$ cat src/rtl/hex_cmd_pkg.sv
// hex_cmd_pkg: shared constants and state encodings for the hex command codec.
//   ASCII framing bytes, error codes, RX and TX FSM state types.
package hex_cmd_pkg;

    localparam logic [7:0] CR  = 8'h0D;
    localparam logic [7:0] LF  = 8'h0A;
    localparam logic [7:0] SP  = 8'h20;
    localparam logic [7:0] TAB = 8'h09;

    localparam logic [1:0] ERR_NONE = 2'd0;
    localparam logic [1:0] ERR_CHAR = 2'd1;
    localparam logic [1:0] ERR_OVF  = 2'd2;

    typedef enum logic [1:0] {R_ACC, R_DISCARD, R_PUSH} rx_state_e;
    typedef enum logic [1:0] {T_IDLE, T_HEX, T_EOL} tx_state_e;

endpackage

$ cat src/rtl/hex_char_conv.sv
// hex_char_conv: combinational ASCII <-> hex nibble conversion.
//   ascii_i  -> is_hex_o, nibble_o : classify a byte and decode its digit value
//   nibble_i -> ascii_o            : encode a nibble, case chosen by P_UPPERCASE
module hex_char_conv #(
    parameter bit P_UPPERCASE = 1'b1
) (
    input  logic [7:0] ascii_i,
    output logic       is_hex_o,
    output logic [3:0] nibble_o,
    input  logic [3:0] nibble_i,
    output logic [7:0] ascii_o
);

    logic       is_dig;
    logic       is_af;
    logic [7:0] lc;

    // Folding bit 5 maps 'A'-'F' onto 'a'-'f' so one range test covers both cases.
    assign lc       = ascii_i | 8'h20;
    assign is_dig   = (ascii_i >= 8'h30) && (ascii_i <= 8'h39);
    assign is_af    = (lc >= 8'h61) && (lc <= 8'h66);
    assign is_hex_o = is_dig || is_af;
    // Low nibble of 'A'/'a' is 1, so adding 9 yields 10..15.
    assign nibble_o = is_dig ? ascii_i[3:0] : (is_af ? ascii_i[3:0] + 4'd9 : 4'd0);
    assign ascii_o  = (nibble_i < 4'd10) ? {4'h3, nibble_i}
                    : (P_UPPERCASE ? 8'h37 : 8'h57) + {4'h0, nibble_i};

endmodule

$ cat src/rtl/hex_cmd_codec.sv
// hex_cmd_codec: ASCII hex command parser (RX) and hex response renderer (TX).
//   rx_*  : ASCII bytes in (valid/ready)      cmd_* : assembled command words out
//   rsp_* : response words in (valid/ready)   tx_*  : ASCII bytes out
//   err_* : error strobe, last error code, saturating error count
module hex_cmd_codec
    import hex_cmd_pkg::*;
#(
    parameter int P_WORD_W    = 32,
    parameter bit P_UPPERCASE = 1'b1,
    parameter int P_TX_EOL    = 2
) (
    input  logic                clk,
    input  logic                rst,
    input  logic [7:0]          rx_data_i,
    input  logic                rx_valid_i,
    output logic                rx_ready_o,
    output logic [P_WORD_W-1:0] cmd_data_o,
    output logic                cmd_valid_o,
    input  logic                cmd_ready_i,
    input  logic [P_WORD_W-1:0] rsp_data_i,
    input  logic                rsp_valid_i,
    output logic                rsp_ready_o,
    output logic [7:0]          tx_data_o,
    output logic                tx_valid_o,
    input  logic                tx_ready_i,
    output logic                err_pulse_o,
    output logic [1:0]          err_code_o,
    output logic [7:0]          err_count_o
);

    localparam int N  = P_WORD_W / 4;
    localparam int CW = $clog2(N + 1);
    localparam int IW = (N > 1) ? $clog2(N) : 1;

    rx_state_e           rx_state_q, rx_state_d;
    logic [P_WORD_W-1:0] acc_q, acc_d, cmd_data_q, cmd_data_d;
    logic [CW-1:0]       cnt_q, cnt_d;
    logic                cmd_valid_q, cmd_valid_d, err_pulse_q, err_pulse_d;
    logic [1:0]          err_code_q, err_code_d;
    logic [7:0]          err_count_q, err_count_d;
    logic                rx_fire, rx_is_hex, rx_is_ws, rx_is_term;
    logic [3:0]          rx_nibble;
    logic [7:0]          rx_ascii_unused;

    tx_state_e           tx_state_q, tx_state_d;
    logic [P_WORD_W-1:0] word_q, word_d, tx_next;
    logic [IW-1:0]       idx_q, idx_d;
    logic [7:0]          tx_data_q, tx_data_d, tx_ascii;
    logic                tx_valid_q, tx_valid_d, tx_fire;
    logic                tx_is_hex_unused;
    logic [3:0]          tx_nibble_unused;

    hex_char_conv #(.P_UPPERCASE(P_UPPERCASE)) u_rx_conv (
        .ascii_i (rx_data_i),
        .is_hex_o(rx_is_hex),
        .nibble_o(rx_nibble),
        .nibble_i(4'h0),
        .ascii_o (rx_ascii_unused)
    );

    hex_char_conv #(.P_UPPERCASE(P_UPPERCASE)) u_tx_conv (
        .ascii_i (8'h00),
        .is_hex_o(tx_is_hex_unused),
        .nibble_o(tx_nibble_unused),
        .nibble_i(tx_next[P_WORD_W-1 -: 4]),
        .ascii_o (tx_ascii)
    );

    // Ready strobes are gated by rst so they read 0 while reset is held.
    assign rx_ready_o  = !rst && (rx_state_q != R_PUSH);
    assign rsp_ready_o = !rst && (tx_state_q == T_IDLE);
    assign rx_fire     = rx_valid_i && rx_ready_o;
    assign rx_is_ws    = (rx_data_i == SP) || (rx_data_i == TAB);
    assign rx_is_term  = (rx_data_i == CR) || (rx_data_i == LF);
    assign tx_fire     = tx_valid_q && tx_ready_i;
    // The word is shifted left per digit so the next digit is always the top nibble.
    assign tx_next     = (tx_state_q == T_IDLE) ? rsp_data_i : word_q << 4;

    assign cmd_data_o  = cmd_data_q;
    assign cmd_valid_o = cmd_valid_q;
    assign tx_data_o   = tx_data_q;
    assign tx_valid_o  = tx_valid_q;
    assign err_pulse_o = err_pulse_q;
    assign err_code_o  = err_code_q;
    assign err_count_o = err_count_q;

    always_comb begin
        rx_state_d  = rx_state_q;
        acc_d       = acc_q;
        cnt_d       = cnt_q;
        cmd_data_d  = cmd_data_q;
        cmd_valid_d = cmd_valid_q;
        err_pulse_d = 1'b0;
        err_code_d  = err_code_q;
        case (rx_state_q)
            R_ACC: if (rx_fire) begin
                if (rx_is_hex && cnt_q < CW'(N)) begin
                    acc_d = (acc_q << 4) | P_WORD_W'(rx_nibble);
                    cnt_d = cnt_q + CW'(1);
                end else if (rx_is_hex) begin
                    err_pulse_d = 1'b1;
                    err_code_d  = ERR_OVF;
                    rx_state_d  = R_DISCARD;
                end else if (rx_is_term && cnt_q != '0) begin
                    cmd_data_d  = acc_q;
                    cmd_valid_d = 1'b1;
                    rx_state_d  = R_PUSH;
                end else if (!rx_is_term && !rx_is_ws) begin
                    err_pulse_d = 1'b1;
                    err_code_d  = ERR_CHAR;
                    rx_state_d  = R_DISCARD;
                end
            end
            R_DISCARD: if (rx_fire && rx_is_term) begin
                acc_d      = '0;
                cnt_d      = '0;
                rx_state_d = R_ACC;
            end
            R_PUSH: if (cmd_ready_i) begin
                cmd_valid_d = 1'b0;
                acc_d       = '0;
                cnt_d       = '0;
                rx_state_d  = R_ACC;
            end
            default: rx_state_d = R_ACC;
        endcase
        err_count_d = (err_pulse_d && err_count_q != 8'hFF) ? err_count_q + 8'd1 : err_count_q;
    end

    always_ff @(posedge clk) begin
        if (rst) begin
            rx_state_q  <= R_ACC;
            acc_q       <= '0;
            cnt_q       <= '0;
            cmd_data_q  <= '0;
            cmd_valid_q <= 1'b0;
            err_pulse_q <= 1'b0;
            err_code_q  <= ERR_NONE;
            err_count_q <= 8'd0;
        end else begin
            rx_state_q  <= rx_state_d;
            acc_q       <= acc_d;
            cnt_q       <= cnt_d;
            cmd_data_q  <= cmd_data_d;
            cmd_valid_q <= cmd_valid_d;
            err_pulse_q <= err_pulse_d;
            err_code_q  <= err_code_d;
            err_count_q <= err_count_d;
        end
    end

    always_comb begin
        tx_state_d = tx_state_q;
        word_d     = word_q;
        idx_d      = idx_q;
        tx_data_d  = tx_data_q;
        tx_valid_d = tx_valid_q;
        case (tx_state_q)
            T_IDLE: if (rsp_valid_i) begin
                word_d     = tx_next;
                idx_d      = IW'(N - 1);
                tx_data_d  = tx_ascii;
                tx_valid_d = 1'b1;
                tx_state_d = T_HEX;
            end
            T_HEX: if (tx_fire) begin
                if (idx_q != '0) begin
                    word_d    = tx_next;
                    idx_d     = idx_q - IW'(1);
                    tx_data_d = tx_ascii;
                end else if (P_TX_EOL == 0) begin
                    tx_valid_d = 1'b0;
                    tx_state_d = T_IDLE;
                end else begin
                    tx_data_d  = (P_TX_EOL == 2) ? CR : LF;
                    tx_state_d = T_EOL;
                end
            end
            // Only CR or LF is ever presented here, so the byte itself tracks progress.
            T_EOL: if (tx_fire) begin
                if (tx_data_q == CR) begin
                    tx_data_d = LF;
                end else begin
                    tx_valid_d = 1'b0;
                    tx_state_d = T_IDLE;
                end
            end
            default: tx_state_d = T_IDLE;
        endcase
    end

    always_ff @(posedge clk) begin
        if (rst) begin
            tx_state_q <= T_IDLE;
            word_q     <= '0;
            idx_q      <= '0;
            tx_data_q  <= 8'h00;
            tx_valid_q <= 1'b0;
        end else begin
            tx_state_q <= tx_state_d;
            word_q     <= word_d;
            idx_q      <= idx_d;
            tx_data_q  <= tx_data_d;
            tx_valid_q <= tx_valid_d;
        end
    end

endmodule
$ cat config.mk
export PLATFORM = sky130hd
export DESIGN_NAME = hex_cmd_codec
export DESIGN_NICKNAME = d
export VERILOG_FILES = /design/src/rtl/hex_cmd_pkg.sv /design/src/rtl/hex_char_conv.sv /design/src/rtl/hex_cmd_codec.sv
export SDC_FILE = /design/constraint.sdc
export NUM_CORES = 1
export LEC_CHECK = 0
export CELL_PAD_IN_SITES_DETAIL_PLACEMENT = 0
export CELL_PAD_IN_SITES_GLOBAL_PLACEMENT = 1
export CORE_MARGIN = 4
export CORE_UTILIZATION = 35
export DETAILED_ROUTE_END_ITERATION = 16
export PLACE_DENSITY_LB_ADDON = 0.1
export SLEW_MARGIN = 20
export SYNTH_ARGS = -nofsm -noshare
export SYNTH_HDL_FRONTEND = slang
export SYNTH_SLANG_ARGS = --single-unit
$ cat constraint.sdc
create_clock -name clk -period 2.4 [get_ports clk]
set_input_delay 0.48 -clock clk [delete_from_list [all_inputs] [get_ports clk]]
set_output_delay 0.48 -clock clk [all_outputs]
set_load 0.02 [all_outputs]
==> metrics, run 1 <==
peak supply drop 0.000596 V; Post-route DRC 0; initial antenna violation count 0; Synth Area per Inst 8.94 µm²; Setup violations, final 0; Slew @ Worst Pin 0.632 ns; status complete, no violations; max-cap viol count 0; Crit. Startpoint rx_data_i[6]; Final Cycle Share 97.4%; Antenna Violating Nets Remaining 0; Power Dens Cells 977 nW/µm²; Placement Rows 45; Min Clock Period, post-route 2.34 ns; total nets after synthesis 679; largest net degree at the start of global routing 61; Cells after Synth 615; Post-synth EDFFs 0; Critical Path End Type flip-flop; vias in the first global route 4642; Initial Util 35.9%; Leak 3.18 nW; top cells by area, synth dfxtp_1, mux2i_1, nor2_1; synth cell count leaders dfxtp_1, nor2_1, mux2i_1; register area share after synthesis 44.8%; Hold WC Path Type reg -> reg; routed wire length 14000 µm; final design utilization 50.5%; CTS Buf Count 17; routability cong. 0.821; register area 2460 µm²; YS warnings 0; post-synthesis cell area 5500 µm²; Area Overhead vs Synth 40.5%; dominant synthesized flop cell dfxtp_1; worst-path fanout max 7; reg2reg start rx_state_q[0]; number of port buffers 99; Hold-fix buffers, CTS 0; via count 4729; CP Cell Sequence dlygate4sd2_1, or4b_4, a311oi_4, o21bai_4, buf_6, buf_4, a211oi_4, buf_6, clkbuf_16, nand3b_1, a21oi_1; endpoints failing hold 0; share of cells above drive strength 1 14.1%; crit path DAT 2.68 ns; post-synthesis cell type count 48; Synth area leader dfxtp_1; H-tree depth 4; Clock Pin Slew Worst Setup and Hold Paths 0.06 ns; f_max 0.428 GHz; slowest library cell on the worst path or4b_4; # IOs 101; core footprint 15300 µm²; Buf/Inv on CP 5; hold path startpoint acc_q[29]; relative slew slack 57.8%; die height 133 µm; final net count 801; Multi-input gate area 2920 µm²; Yosys reg bits 123; initial DRC count 224; DRT Pass-1 Iters 4; CTS sink cnt 123; Clock Latency Late Sink 0.41 ns; final non-filler cell total 961; Worst EP required 2.74 ns; GRT Util Overall 15.6%; ys async rst share 0%; Top cell by count, worst path buf_6; Die ar. 17800 µm²; Slew Limit Fails 0; Post-DP HPWL 9500 µm; Routed WL per cell 14.5 µm; cell with the most instances after synthesis dfxtp_1; hold_ws 0.461 ns; TritonCTS clock tree built; global-route wire length before repair 22800 µm; Ant. Diodes 0; vias per cell 4.92; cell family contributing the most delay on the critical path compound AO/OA/AOI/OAI gates; clk root buf clkbuf_16; critical path startpoint category primary input; Die W 133 µm; Max Root-Sink Buffers 2; fillers 1446; slowest stage delay, CP 0.49 ns; Crit Path Class in -> reg; Final Skew 0.00511 ns; GR Overflow Total 0; Synth top area share 44.8%; Post-Place Cells 923
==> routing by layer <==
| layer | GRT usage [%] | part of all wire [%] |
|---|---|---|
| met1 | 21.0 | 48 |
| met2 | 24.0 | 46 |
| met3 | 4.57 | 4.0 |
| met4 | 5.49 | 1.6 |
| met5 | 0 | 0 |
==> state kept, by name, indices dropped and copies added (netlist names), 2 cells and up <==
name	flops
acc_q	32
cmd_data_o	32
cnt_q	4
err_code_o	2
err_count_o	8
idx_q	3
rx_state_q	2
tx_data_o	7
tx_state_q	2
word_q	28
==> worst register-to-register path, stage by stage, from the launching register on <==
cell	delay, ns
dfxtp_1	0.36
inv_1	0.09
ha_1	0.21
buf_4	0.18
o2bb2ai_1	0.13
o211ai_1	0.16
a211o_4	0.37
or4b_1	0.52
a21oi_1	0.13
==> cells by family (layout without fill, tap and decap cells) <==
family / count (synthesis) / count (layout) / share of synthesized area (%)
fa+ha+maj: 18 / 18 / 4.10
other cells: 1 / 1 / 0.0682
buf+inv: 62 / 197 / 4.35
simple gates: 216 / 216 / 19.5
xor+xnor: 5 / 5 / 0.797
compound gates: 122 / 122 / 14.0
mux: 68 / 68 / 12.4
flops: 123 / 123 / 44.8
==> area by class of cell <==
cell class                 instances  area share, %
clock buffer                      17           5.50
clock inverter                    15           2.14
inverter                          19          0.923
multi-input combinational        430           37.8
sequential                       123           31.9
tap                              211           3.42
timing repair buffer             146           18.3
==> worst paths after layout <==
kind,to,slack [ns],cells after the start
setup / recovery,acc_q[27],0.06,11
setup reg to reg,cnt_q[2],0.19,8
hold reg to reg,acc_q[29],0.46,2
hold / removal,acc_q[29],0.46,2
==> where the power goes <==
group,internal [mW],switching [mW]
logic,1.17,1.37
registers,2.31,0.168
clock network,1.55,0.992
==> stage by stage <==
stage | setup WS [ns] | total power [mW] | cell area (µm²) | setup TNS, ns
3_5_place_dp | -0.602 | 4.95 | 6970 | -36.66
4_1_cts | 0.00816 | 7.55 | 7600 | 0
2_1_floorplan | 0.00253 | 4.16 | 5510 | 0
5_1_grt | -0.0113 | 8.00 | 7730 | -0.0378
3_3_place_gp | -0.586 | 4.91 | 6970 | -32.77
6_report | 0.0622 | 7.55 | 7730 | 0
==> cells in the final DEF (no fill, tap or decap), types with 3 or more instances in the layout <==
cell type,instances
dlygate4sd2_1,3
clkinv_2,3
ha_1,16
nand2b_1,8
inv_6,4
dfxtp_1,122
o31ai_1,3
o21ai_0,8
inv_1,18
a31o_2,4
xor2_1,3
nor2_1,84
nor3b_1,4
clkbuf_16,18
mux2i_1,67
buf_4,40
or4_1,3
clkdlybuf4s50_1,89
nand3_1,16
nor3_1,8
nand4_1,4
a211oi_1,29
nor2b_1,3
nand2_1,43
or3_1,6
a21oi_1,54
buf_12,4
nand3b_1,29
==> timing repair <==
action / 4_1_cts / 5_1_grt
pin swaps: 7 / 14
setup endpoints to repair: 44 / 41
gates cloned: 0 / 2
buffers inserted: 3 / 1
resized for setup: 10 / 25
No activity file was read; power rests on OpenSTA's default activity.
==> inputs of run 2 (changes only) <==
--- a/config.mk
+++ b/config.mk
@@ -5,7 +5,7 @@
 export SDC_FILE = /design/constraint.sdc
 export NUM_CORES = 1
 export LEC_CHECK = 0
-export CELL_PAD_IN_SITES_DETAIL_PLACEMENT = 0
+export CELL_PAD_IN_SITES_DETAIL_PLACEMENT = 1
 export CELL_PAD_IN_SITES_GLOBAL_PLACEMENT = 1
 export CORE_MARGIN = 4
 export CORE_UTILIZATION = 35
==> constraint.sdc (replaced) <==
create_clock -name clk -period 2.9 [get_ports clk]
set_input_delay 0.58 -clock clk [delete_from_list [all_inputs] [get_ports clk]]
set_output_delay 0.58 -clock clk [all_outputs]
set_load 0.02 [all_outputs]
==> run 2 against run 1 <==
Routed wire length rose by 7.0%; clock skew rose by 0.0045 ns; largest power group unchanged; non-clock buffer count fell by 19; die area did not move; register-to-register slack improved by 0.26 ns; critical path type unchanged.
==> metrics, run 2 (same netlist as run 1, synthesis figures left out) <==
relative slew slack 62.9% (+5.1 points); initial DRC count 185 (-17%); Routed WL per cell 15.9 µm (+9.2%); Die W 133 µm (unchanged); DR top layer met4; DRT Pass-1 Iters 4 (unchanged); Leak 3.03 nW (-4.5%); Hold WC Path Type reg -> reg; Post-route DRC 0 (unchanged); Min Clock Period, post-route 2.75 ns; Max Root-Sink Buffers 2 (unchanged); worst-path fanout max 6 (-1); TritonCTS clock tree built; critical path startpoint category primary input; core footprint 15300 µm² (unchanged); Hold-fix buffers, CTS 0 (unchanged); Post-DP HPWL 10500 µm (+11%); Tot Pwr 6.17 mW (-18%); Setup violations, final 0 (unchanged); vias in the first global route 5007 (+7.9%); share of cells above drive strength 1 9.73% (-4.4 points); Final TNS setup 0 ns (unchanged); H-tree depth 4 (unchanged); peak supply drop 0.000423 V (-29%); initial antenna violation count 0 (unchanged); Ant. Diodes 0 (unchanged); Slew Limit Fails 0 (unchanged); Critical Path End Type flip-flop; largest net degree at the start of global routing 60 (-1.6%); reg2reg start rx_state_q[1]; Crit. Startpoint rx_data_i[1]; Antenna Violating Nets Remaining 0 (unchanged); Die ar. 17800 µm² (unchanged); final non-filler cell total 941 (-2.1%); Placement Rows 45 (unchanged); status complete, no violations; clk root buf clkbuf_16; f_max 0.364 GHz; global-route wire length before repair 25500 µm (+12%); met2 WL post-DR 7310 µm (+13%); GR Overflow Total 0 (unchanged); crit path DAT 3.09 ns (+0.41 ns); Clock Latency Late Sink 0.42 ns (about the same); post-route cell area 7470 µm² (-3.3%); final net count 782 (-2.4%); routability cong. 0.834 (+1.7%); Power Dens Cells 826 nW/µm² (-16%); Worst EP required 3.24 ns (+0.50 ns); die height 133 µm (unchanged); routed wire length 14900 µm (+7.0%); most frequent cells in the layout dfxtp_1, clkdlybuf4s50_1, nor2_1; Slew @ Worst Pin 0.556 ns (-0.0764 ns); Final WS setup 0.152 ns (+0.0901 ns); placed inst area 6870 µm² (-1.5%); M1 WL 6880 µm (+2.4%); max-cap viol count 0 (unchanged); pre-CTS setup slack -0.321 ns (+0.281 ns); Initial Util 35.9% (unchanged); via count 4708 (-0.44%); endpoints failing hold 0 (unchanged); # IOs 101 (unchanged); DR WL met3 557 µm (-0.36%); Final Skew 0.00957 ns (+0.00446 ns); CTS sink cnt 123 (unchanged); fillers 1740 (+20%); vias per cell 5.00 (+1.7%); Area Overhead vs Synth 35.9%; CTS Buf Count 17 (unchanged); Final Cycle Share 94.7%; hold path startpoint acc_q[29]; number of port buffers 99 (unchanged); GRT Util Overall 17.5% (+1.9 points); Crit Path Class in -> reg; Post-Place Cells 910 (-1.4%); commonest non-fill, non-tap cell in the layout dfxtp_1; Clock Pin Slew Worst Setup and Hold Paths 0.06 ns (about the same)
run 2: changes by cell type in the layout (fill, tap and decap cells not counted), moves of 3 or more:
cell             previous run  this run
buf_4                      40        25
clkbuf_1                    0         3
clkdlybuf4s50_1            89        98
dlygate4sd2_1               3         0
run 2: final cells by class:
type,instances,area (µm²),area share [%]
clock buffers,21,450,6.03
well taps,211,264,3.53
clock inverters,10,141,1.89
multi-input cells,430,2840,37.9
inverters,19,71.3,0.954
repair buffers,127,1250,16.7
flip-flops and latches,123,2460,32.9
run 2: through the flow:
step,utilization (%),hold WS (ns)
floorplan,-,0.431
global placement,44.9,0.450
global route,48.8,0.493
detailed placement,44.9,0.453
CTS,48.7,0.461
finish,48.8,0.460
run 2: where the power goes:
group	switching (mW)	internal, mW	total (mW)
Clock	0.781	1.37	2.15
Sequential	0.142	1.91	2.05
Combinational	1.10	0.861	1.96
run 2: timing repair:
item | 4_1_cts | 5_1_grt
endpoints found under the setup margin | 0 | 5
gates resized for setup | 0 | 2
buffers inserted | 0 | 0
hold endpoints to repair | 0 | 0
run 2: path summary, 6_finish.rpt:
kind / to / slack, ns / cells past startpoint
worst min-delay path: acc_q[29] / 0.46 / 2
worst min register to register: acc_q[29] / 0.46 / 2
worst max-delay path: err_count_o[5] / 0.15 / 10
worst max register to register: cnt_q[0] / 0.45 / 9
run 2: critical path: stages:
cell and delay (ns):
clkdlybuf4s50_1 0.48, inv_1 0.07, ha_1 0.24, nor4b_1 0.32
a311oi_2 0.09, o21bai_1 0.20, buf_4 0.17, nand4bb_1 0.25
or4_1 0.53, a21oi_1 0.16
run 2: layer usage:
metal | GRT usage (%) | up-vias
met2 | 29.8 | 77
met5 | 0 | -
met1 | 22.1 | 2257
met4 | 4.80 | 0
li1 | - | 2356
met3 | 4.53 | 18
==> inputs of run 3 (changes only) <==
--- a/config.mk
+++ b/config.mk
@@ -9,6 +9,7 @@
 export CELL_PAD_IN_SITES_GLOBAL_PLACEMENT = 1
 export CORE_MARGIN = 4
 export CORE_UTILIZATION = 35
+export CTS_CLUSTER_SIZE = 24
 export DETAILED_ROUTE_END_ITERATION = 16
 export PLACE_DENSITY_LB_ADDON = 0.1
 export SLEW_MARGIN = 20
==> results of run 3 <==
Same layout as run 2: the final DEF is identical, and so are final timing and power.
